[config.mk]
export PLATFORM = sky130hd
export DESIGN_NAME = apb_irq_ctrl_flat
export DESIGN_NICKNAME = d
export VERILOG_FILES = /design/src/rtl/apb_irq_ctrl_pkg.sv /design/src/rtl/apb_irq_ctrl_if.sv /design/src/rtl/irq_src_gate.sv /design/src/rtl/apb_irq_ctrl.sv /design/src/flat_wrapper.sv
export SDC_FILE = /design/constraint.sdc
export NUM_CORES = 1
export LEC_CHECK = 0
export CAP_MARGIN = 20
export CORE_MARGIN = 2
export CORE_UTILIZATION = 32
export CTS_CLUSTER_SIZE = 30
export DETAILED_ROUTE_END_ITERATION = 7
export PLACE_DENSITY = 0.77
export RECOVER_POWER = 100
export SYNTH_ARGS = -nofsm -noshare
export SYNTH_HDL_FRONTEND = slang
export SYNTH_SLANG_ARGS = --single-unit
export TNS_END_PERCENT = 1
[constraint.sdc]
create_clock -name clock -period 1.3 [get_ports clock]
set_input_delay 0.26 -clock clock [delete_from_list [all_inputs] [get_ports clock]]
set_output_delay 0.26 -clock clock [all_outputs]
set_load 0.01 [all_outputs]
[src/rtl/apb_irq_ctrl_pkg.sv]
// Shared definitions for the APB interrupt controller: register offsets,
// the register-select type and the claim priority encoder.
package irq_ctrl_pkg;

  localparam int MAX_SRC = 31;

  // Byte offsets of the registers; only address bits [4:2] are decoded.
  localparam logic [4:0] IRQC_PENDING = 5'h00;
  localparam logic [4:0] IRQC_ENABLE  = 5'h04;
  localparam logic [4:0] IRQC_TRIG    = 5'h08;
  localparam logic [4:0] IRQC_CLAIM   = 5'h0C;
  localparam logic [4:0] IRQC_SWSET   = 5'h10;

  typedef enum logic [2:0] {
    REG_PENDING,
    REG_ENABLE,
    REG_TRIG,
    REG_CLAIM,
    REG_SWSET,
    REG_NONE
  } reg_sel_e;

  // Map the word index (address bits [4:2]) onto a register select.
  function automatic reg_sel_e decode_reg(input logic [2:0] word);
    logic [4:0] off;
    off = {word, 2'b00};
    case (off)
      IRQC_PENDING: return REG_PENDING;
      IRQC_ENABLE:  return REG_ENABLE;
      IRQC_TRIG:    return REG_TRIG;
      IRQC_CLAIM:   return REG_CLAIM;
      IRQC_SWSET:   return REG_SWSET;
      default:      return REG_NONE;
    endcase
  endfunction

  // Returns index+1 of the lowest set bit, or 0 when the vector is empty.
  function automatic logic [4:0] lowest_set_id(input logic [MAX_SRC-1:0] vec);
    logic [4:0] id;
    id = '0;
    for (int i = MAX_SRC - 1; i >= 0; i--) begin
      if (vec[i]) id = 5'(i + 1);
    end
    return id;
  endfunction

endpackage

[src/rtl/apb_irq_ctrl_if.sv]
// APB3 slave-side bus bundle for the interrupt controller.
interface apb_irq_ctrl_if #(
  parameter int ADDR_W = 12
);
  logic [ADDR_W-1:0] PADDR;
  logic [31:0]       PWDATA;
  logic              PWRITE;
  logic              PSEL;
  logic              PENABLE;
  logic [31:0]       PRDATA;
  logic              PREADY;
  logic              PSLVERR;

  modport master (
    output PADDR, PWDATA, PWRITE, PSEL, PENABLE,
    input  PRDATA, PREADY, PSLVERR
  );

  modport slave (
    input  PADDR, PWDATA, PWRITE, PSEL, PENABLE,
    output PRDATA, PREADY, PSLVERR
  );
endinterface

[src/rtl/irq_src_gate.sv]
// Per-source request latch: optional 2-flop synchroniser (APB_IRQC_SYNC_EN),
// previous-value register, edge/level select and the pending flop.
// A set on the same edge as a clear wins, so a still-active source re-pends.
module irq_src_gate (
  input  logic clock,
  input  logic reset,
  input  logic src_raw,
  input  logic trig,     // 1 = edge, 0 = level
  input  logic sw_set,
  input  logic clr,
  output logic pending
);

  logic src_s;

`ifdef APB_IRQC_SYNC_EN
  logic [1:0] sync_reg;

  // Two-flop synchroniser for an asynchronous request line.
  always_ff @(posedge clock) begin
    if (reset) sync_reg <= '0;
    else       sync_reg <= {sync_reg[0], src_raw};
  end

  assign src_s = sync_reg[1];
`else
  assign src_s = src_raw;
`endif

  logic src_q_reg;
  logic pending_reg;
  logic hw_set;
  logic pending_next;

  assign hw_set       = trig ? (src_s & ~src_q_reg) : src_s;
  assign pending_next = (pending_reg & ~clr) | hw_set | sw_set;

  // Previous-cycle source value and the pending latch.
  always_ff @(posedge clock) begin
    if (reset) begin
      src_q_reg   <= 1'b0;
      pending_reg <= 1'b0;
    end else begin
      src_q_reg   <= src_s;
      pending_reg <= pending_next;
    end
  end

  assign pending = pending_reg;

endmodule

[src/rtl/apb_irq_ctrl.sv]
// APB3 interrupt controller: latches edge/level requests, masks them and
// drives one registered irq line; reading CLAIM returns and clears the
// lowest-index pending+enabled source. Optional macro APB_IRQC_SYNC_EN adds
// a 2-flop synchroniser on every src_i bit.
module apb_irq_ctrl
  import irq_ctrl_pkg::*;
#(
  parameter int NUM_SRC = 5,
  parameter int ADDR_W  = 12
) (
  input  logic               clock,
  input  logic               reset,
  apb_irq_ctrl_if.slave      apb,
  input  logic [NUM_SRC-1:0] src_i,
  output logic               irq_o
);

  logic [ADDR_W-1:0]  paddr;
  logic               access;
  reg_sel_e           reg_sel;
  logic               slv_err;
  logic               wr_ok;
  logic               rd_ok;
  logic [NUM_SRC-1:0] pending;
  logic [NUM_SRC-1:0] enable_reg;
  logic [NUM_SRC-1:0] trig_reg;
  logic [NUM_SRC-1:0] clr;
  logic [NUM_SRC-1:0] sw_set;
  logic [MAX_SRC-1:0] claim_vec;
  logic [4:0]         claim_id;
  logic               claim_fire;
  logic               irq_reg;
  logic [31:0]        prdata;
  logic               unused_bits;

  assign paddr   = apb.PADDR;
  assign access  = apb.PSEL & apb.PENABLE;
  assign reg_sel = decode_reg(paddr[4:2]);

  // Bus error: unmapped offset, write to a read-only register, read of SWSET.
  always_comb begin
    slv_err = 1'b0;
    if (access) begin
      case (reg_sel)
        REG_NONE:                slv_err = 1'b1;
        REG_PENDING, REG_CLAIM:  slv_err = apb.PWRITE;
        REG_SWSET:               slv_err = ~apb.PWRITE;
        default:                 slv_err = 1'b0;
      endcase
    end
  end

  assign wr_ok = access & apb.PWRITE & ~slv_err;
  assign rd_ok = access & ~apb.PWRITE & ~slv_err;

  // Widen the masked pending set to the encoder's fixed width.
  always_comb begin
    claim_vec                = '0;
    claim_vec[NUM_SRC-1:0]   = pending & enable_reg;
  end

  assign claim_id   = lowest_set_id(claim_vec);
  assign claim_fire = rd_ok & (reg_sel == REG_CLAIM) & (claim_id != 5'd0);
  assign sw_set     = (wr_ok && reg_sel == REG_SWSET) ? apb.PWDATA[NUM_SRC-1:0] : '0;

  generate
    for (genvar gi = 0; gi < NUM_SRC; gi++) begin : g_src
      assign clr[gi] = claim_fire & (claim_id == 5'(gi + 1));

      irq_src_gate u_gate (
        .clock   (clock),
        .reset   (reset),
        .src_raw (src_i[gi]),
        .trig    (trig_reg[gi]),
        .sw_set  (sw_set[gi]),
        .clr     (clr[gi]),
        .pending (pending[gi])
      );
    end
  endgenerate

  // Software-writable mask and trigger-mode registers.
  always_ff @(posedge clock) begin
    if (reset) begin
      enable_reg <= '0;
      trig_reg   <= '0;
    end else if (wr_ok) begin
      if (reg_sel == REG_ENABLE) enable_reg <= apb.PWDATA[NUM_SRC-1:0];
      if (reg_sel == REG_TRIG)   trig_reg   <= apb.PWDATA[NUM_SRC-1:0];
    end
  end

  // Registered interrupt output from the current masked pending set.
  always_ff @(posedge clock) begin
    if (reset) irq_reg <= 1'b0;
    else       irq_reg <= |(pending & enable_reg);
  end

  // Combinational read data, zero outside a successful read access.
  always_comb begin
    prdata = '0;
    if (rd_ok) begin
      case (reg_sel)
        REG_PENDING: prdata[NUM_SRC-1:0] = pending;
        REG_ENABLE:  prdata[NUM_SRC-1:0] = enable_reg;
        REG_TRIG:    prdata[NUM_SRC-1:0] = trig_reg;
        REG_CLAIM:   prdata[4:0]         = claim_id;
        default:     prdata              = '0;
      endcase
    end
  end

  assign apb.PRDATA  = prdata;
  assign apb.PREADY  = 1'b1;
  assign apb.PSLVERR = slv_err;
  assign irq_o       = irq_reg;

  // Address bits outside [4:2] and write-data bits above NUM_SRC are ignored.
  assign unused_bits = ^{paddr, apb.PWDATA};

endmodule

[src/flat_wrapper.sv]
// flat-port wrapper written by rule: the top's interface ports become plain ports
module apb_irq_ctrl_flat import irq_ctrl_pkg::*;
#(
  parameter int NUM_SRC = 5,
  parameter int ADDR_W  = 12
)
  (clock, reset, src_i, irq_o, apb_PADDR, apb_PWDATA, apb_PWRITE, apb_PSEL, apb_PENABLE, apb_PRDATA, apb_PREADY, apb_PSLVERR);
  apb_irq_ctrl_if #(.ADDR_W(ADDR_W)) apb_i ();
  input  logic clock;
  input  logic reset;
  input  logic [NUM_SRC-1:0] src_i;
  output logic irq_o;
  input wire logic [$bits(apb_i.PADDR)-1:0] apb_PADDR;
  input wire logic [$bits(apb_i.PWDATA)-1:0] apb_PWDATA;
  input wire logic [$bits(apb_i.PWRITE)-1:0] apb_PWRITE;
  input wire logic [$bits(apb_i.PSEL)-1:0] apb_PSEL;
  input wire logic [$bits(apb_i.PENABLE)-1:0] apb_PENABLE;
  output wire logic [$bits(apb_i.PRDATA)-1:0] apb_PRDATA;
  output wire logic [$bits(apb_i.PREADY)-1:0] apb_PREADY;
  output wire logic [$bits(apb_i.PSLVERR)-1:0] apb_PSLVERR;
  assign apb_i.PADDR = apb_PADDR;
  assign apb_i.PWDATA = apb_PWDATA;
  assign apb_i.PWRITE = apb_PWRITE;
  assign apb_i.PSEL = apb_PSEL;
  assign apb_i.PENABLE = apb_PENABLE;
  assign apb_PRDATA = apb_i.PRDATA;
  assign apb_PREADY = apb_i.PREADY;
  assign apb_PSLVERR = apb_i.PSLVERR;
  apb_irq_ctrl #(.NUM_SRC(NUM_SRC), .ADDR_W(ADDR_W)) u_core (.clock(clock), .reset(reset), .apb(apb_i), .src_i(src_i), .irq_o(irq_o));
endmodule
======== Yosys cells after proc, flatten, opt, wreduce, memory -nomap -nowiden ========
Cells that the tools add are included.
word-level totals
  logic and storage cells ................. 96
  bits in registers ....................... 21
  input port bits ......................... 54
cells by class
  multiplexer cells ....................... 16
  equal/unequal tests ..................... 14
  reductions and logical operators ........ 8
  bitwise gates (word level) .............. 45
operators with widths
  kind                                                                    count
  1-bit bitwise AND                                                       22
  5-bit one-hot mux with 4 select lines                                   1
  3-bit by 2-bit equality test with 1-bit output (second input constant)  6
  3-bit equality test (second input constant)                             5
  3-bit two-way mux                                                       5
  3-bit one-hot mux with 5 select lines                                   1
  1-bit NOT                                                               12
  5-bit two-way mux                                                       2
  1-bit bitwise OR                                                        10
  3-bit by 1-bit equality test with 1-bit output (second input constant)  3
  3-bit logical NOT                                                       2
  1-bit two-way mux                                                       6
  5-bit bitwise AND                                                       1
  5-bit nonzero test                                                      1
  5-bit OR reduction                                                      1
  2-bit AND reduction                                                     2
  1-bit one-hot mux with 3 select lines                                   1
  2-bit OR reduction                                                      1
  1-bit logical AND                                                       1

======== Longest topological paths before layout ========
  depth after elaboration ................. 15
  mapped depth ............................ 5
  gate-level depth less buffers ........... 4

======== Modules after synthesis ========
A second synthesis with hierarchy kept.
second synthesis, totals
  cell total of the unflattened synthesis .. 160
  area, all modules ....................... 1348.8 um2
by module, submodules not included
  module        instances  cells an instance  area an instance (um2)  sequential area each (um2)
  apb_irq_ctrl  1          125                985.9                   220.2
  irq_src_gate  5          7                  72.6                    40.0

======== Worst setup path before layout ========
No wires, ideal clock.
  kind .................................... input -> output
  start point ............................. input port apb_PADDR[4]
  end point ............................... output port apb_PRDATA[2]
  arrival ................................. 1.104 ns
  slack ................................... -0.064 ns
  stages on the path ...................... 3
  buffers on the path ..................... 1
  cell sequence ........................... buf_2 -> or3_1 -> o22ai_1
between the ends
  longest elaborated chain between the ends .. 9
  elaborated cells on any way between the ends .. 19
RTL lines
  item                                                                                 line                                     source
  from (decl)                                                                          flat_wrapper.sv:13                       input wire logic [$bits(apb_i.PADDR)-1:0] apb_PADDR;
  3-bit equality test, or another cell as far along                                    apb_irq_ctrl_pkg.sv:27                   case (off)
  3-bit one-hot mux with 5 select lines (*)                                            apb_irq_ctrl_pkg.sv:27
  3-bit by 2-bit equality test with 1-bit output or 3-bit logical NOT (tied branches)  apb_irq_ctrl.sv:44, apb_irq_ctrl.sv:103
  2-bit OR reduction                                                                   apb_irq_ctrl.sv:44                       case (reg_sel)
  1-bit one-hot mux with 3 select lines                                                apb_irq_ctrl.sv:44
  1-bit two-way mux                                                                    apb_irq_ctrl.sv:43                       if (access) begin
  1-bit NOT                                                                            apb_irq_ctrl.sv:54                       assign rd_ok = access & ~apb.PWRITE & ~slv_err;
  1-bit bitwise AND                                                                    apb_irq_ctrl.sv:54
  5-bit two-way mux (*)                                                                apb_irq_ctrl.sv:102                      if (rd_ok) begin
  to (decl)                                                                            flat_wrapper.sv:18                       output wire logic [$bits(apb_i.PRDATA)-1:0] apb_PRDATA;
Mark *: on every way between the ends. The rest lies on a longest branch, timed or not.

======== Worst setup path after layout ========
  start point ............................. register u_core.g_src[2].u_gate.pending_reg
  end point ............................... output port apb_PRDATA[2]
between the ends
  longest elaborated chain between the ends .. 6
RTL lines
  item                                       line                    source
  from (decl)                                irq_src_gate.sv:31      logic pending_reg;
  from (signal assigned)                     irq_src_gate.sv:45      pending_reg <= pending_next;
  5-bit bitwise AND                          apb_irq_ctrl.sv:59      claim_vec[NUM_SRC-1:0] = pending & enable_reg;
  3-bit two-way mux (3 in series)            apb_irq_ctrl_pkg.sv:42  if (vec[i]) id = 5'(i + 1);
  5-bit one-hot mux with 4 select lines (*)  apb_irq_ctrl.sv:103     case (reg_sel)
  5-bit two-way mux (*)                      apb_irq_ctrl.sv:102
Marks and branches as above.

==> results.py <==
metrics = {
    "placed_design": {
        "dp_worst_setup_slack_ns": -0.9476,
        "io_buffers": 24,
        "hpwl_mm": 2.344,
        "post_dp_cell_area_um2": 1792,
        "gp_congestion": 0.8978,
    },
    "worst_setup_path": {
        "reg2reg_depth": 7,
        "worst_setup_path_end_kind": "output port",
        "crit_slowest_cell": "dfxtp_2",
        "r2r_start": "u_core.g_src[2].u_gate.pending",
        "crit_required_ns": 1.04,
        "crit_fanout": 2,
        "slowest_delay_ns": 0.32,
        "critical_path_class": "register to output port",
        "crit_arrival_ns": 1.46,
        "cp-start-kind": "register",
        "crit_chain": "a222oi_1 -> buf_4 -> nand3_4 -> o22ai_4 -> buf_2",
        "cp-startpoint": "u_core.g_src[2].u_gate.pending",
    },
    "die": {
        "num_rows": 23,
        "die_y_um": 67.92,
        "ios": 89,
        "initial_core_util": 0.3292,
        "dieWidth_um": 67.92,
        "core_area_um2": 3971,
        "die-area_um2": 4613,
    },
    "clock_network": {
        "cts_root_buf": "clkbuf_8",
        "htreeDepth": 1,
        "clock_latency_ns": 0.26,
        "clockBufferDepth": 2,
        "cts_buffers": 3,
        "cts.sinks": 21,
        "clk_pin_slew_worst_paths_ns": 0.08,
        "cts_tree": "done",
    },
    "logic_synthesis": {
        "muxShareOfSynthArea": 0.1244,
        "synth_area_leader_cell": "dfxtp_1",
        "yosysSeqAreaShare": 0.3215,
        "synth_fa_ha_area_frac": 0,
        "syn_area_um2": 1308,
        "avgSynthCellArea_um2": 8.659,
        "synth-simple-area-share": 0.2488,
        "synth_compound_area_frac": 0.1215,
        "synth-xor-area-share": 0,
        "syn_inst": 151,
        "yosysWarnings": 0,
        "synth.top_cell.area_share": 0.3215,
        "synth_top_family_by_area": "simple AND/OR/NAND/NOR gates",
        "synth_cell_types": 29,
        "yosys_register_bits": 21,
        "synth.top_cells.by_area": "dfxtp_1 (32%), buf_4 (16%), mux2i_1 (11%), nor2_1 (5.7%), nand2_1 (3.7%)",
    },
    "grt": {
        "overflow": 0,
        "grt_max_degree": 22,
        "antenna_found_initial": 0,
        "grt_usage": 0.1445,
        "grt_pass1_wl_mm": 5.043,
        "grt_pass1_vias": 1114,
    },
    "outcome": {
        "violations": "negative setup slack",
        "status": "finished with violations",
    },
    "pwr": {
        "seq_power_share": 0.484,
        "swShare": 0.2703,
        "pwr-share-clk": 0.308,
        "p_leak_nw": 0.8033,
        "vdd_drop_max_v": 0.0004491,
        "switching_power_mw": 0.3773,
        "pwr-share-comb": 0.208,
        "p_per_area_nw_per_um2": 737.3,
        "p_int_mw": 1.018,
        "power_mw": 1.396,
    },
    "sta": {
        "min_period_ns": 1.723,
        "slew_violations": 0,
        "rsz0062_at_grt": "yes",
        "setup_slack_ns": -0.4229,
        "setup_viol": 10,
        "fin_skew_ns": 0.005630,
        "fmax_ghz": 0.5804,
        "finalCritPeriodShare": 1.325,
        "whs_ns": 0.5131,
        "hold_violations": 0,
    },
    "routing": {
        "viasPerCell": 4.574,
        "num_vias": 1203,
        "drtAntennaViolNets": 0,
        "wl_per_cell_um": 12.36,
        "drc": 0,
        "wirelength_mm": 3.250,
        "drt-initial-drc-count": 59,
        "drtPass1Iterations": 5,
    },
    "min_path": {
        "hold_path_class": "register to register",
        "hold_depth": 3,
        "hold_start": "u_core.g_src[3].u_gate.src_q_reg",
    },
    "flow_run": {
        "maxCapViolations": 0,
    },
    "final_layout": {
        "design_area_um2": 1893,
        "num_antenna_cells": 0,
        "syn_to_final_growth_pct": 44.79,
        "drive_gt1_frac": 0.3568,
        "fillers": 385,
        "nNetsFinal": 268,
    },
}
==> what timing repair did <==
item	in CTS	in global routing
pin swaps	8	3
hold buffers	0	0
resized for setup	59	7
setup endpoints to repair	22	18
buffers inserted	2	1
==> stage by stage <==
| step | util | std cells | setup TNS, ns |
|---|---|---|---|
| after floorplan | - | 177 | -0.07480 |
| after global placement | 0.4512 | 256 | -13.75 |
| after detailed placement | 0.4512 | 256 | -14.08 |
| after CTS | 0.4786 | 262 | -1.966 |
| after global routing | 0.4767 | 263 | -2.866 |
| final | 0.4767 | 263 | -2.035 |
==> cell usage after synthesis (all sizes together) <==
cell and count:
mux2i 14, a21bo 1, dfxtp 21, nor2b 6, nor4b 2, nand4 4, nand2b 2, and2 1
nand3 4, clkbuf 2, a22oi 3, a221o 1, nor3 2, buf 31, mux2 2, a21boi 1
a21oi 8, o22ai 1, nor2 20, conb 2, or3 1, and4bb 1, o21ai 2, a31oi 2
nand2 13, a222oi 4
==> layout by cell type (no fill, tap or decap), types with 2 or more instances in the layout <==
cell type	synthesis	layout
a21oi_2	0	4
a21oi_1	8	4
nor2_4	0	2
buf_6	0	7
buf_2	3	6
nand3_1	3	2
nor2b_1	6	5
mux2i_1	14	14
a22oi_1	3	3
mux2_2	2	2
nand2_1	13	13
nand3_4	1	2
conb_1	2	28
nor4b_4	2	2
dfxtp_1	21	18
a31oi_1	2	2
clkbuf_8	0	3
dfxtp_2	0	3
clkdlybuf4s50_1	0	10
nand4_1	4	4
clkdlybuf4s15_1	0	3
nor2_1	20	18
a222oi_1	4	4
buf_4	28	34
==> per-layer routing <==
layer  GRT usage  wire length (um)  up-vias
li1            -                 -      595
met1      0.1836              1465      551
met2      0.2415              1538       50
met3     0.03125               182        7
met4     0.04750                64        0
met5           0                 0        -
==> power groups by stage <==
stage | clock, mW | combinational [mW] | sequential [mW]
after detailed placement | 0 | 0.279 | 0.690
after global placement | 0 | 0.276 | 0.689
after global routing | 0.472 | 0.321 | 0.678
final | 0.430 | 0.290 | 0.676
after CTS | 0.440 | 0.291 | 0.675
after floorplan | 0 | 0.189 | 0.693
==> cell type report <==
type                            count  area (um2)  area share
Sequential cell                    21       424.2      0.2241
Tap cell                           50       62.56     0.03305
Clock inverter                      1       5.005    0.002644
Timing Repair Buffer               65       536.8      0.2835
Multi-Input combinational cell    123       823.3      0.4349
Clock buffer                        3       41.29     0.02181
==> logic make-up (layout without fill, tap and decap cells) <==
kind of cell    count (synthesis)  in the layout
compound gates                 23             23
buf+inv                        33             69
flops                          21             21
mux                            16             16
other cells                     2             28
simple gates                   56             56
==> path summary, 6_finish.rpt <==
path | endpoint | slack (ns)
hold reg to reg | u_core.g_src[3].u_gate.pending | 0.51
hold / removal | u_core.g_src[3].u_gate.pending | 0.51
setup reg to reg | u_core.g_src[3].u_gate.pending | -0.29
setup / recovery | apb_PRDATA[2] | -0.42
==> worst max-delay path: cells and delay by family (launching register included) <==
family | cells | cell delay (ns)
AO/OA/AOI/OAI | 2 | 0.44
AND/OR/NAND/NOR | 1 | 0.09
flip-flops | 1 | 0.32
buffers and inverters | 2 | 0.34
(Power assumes the default switching activity.)
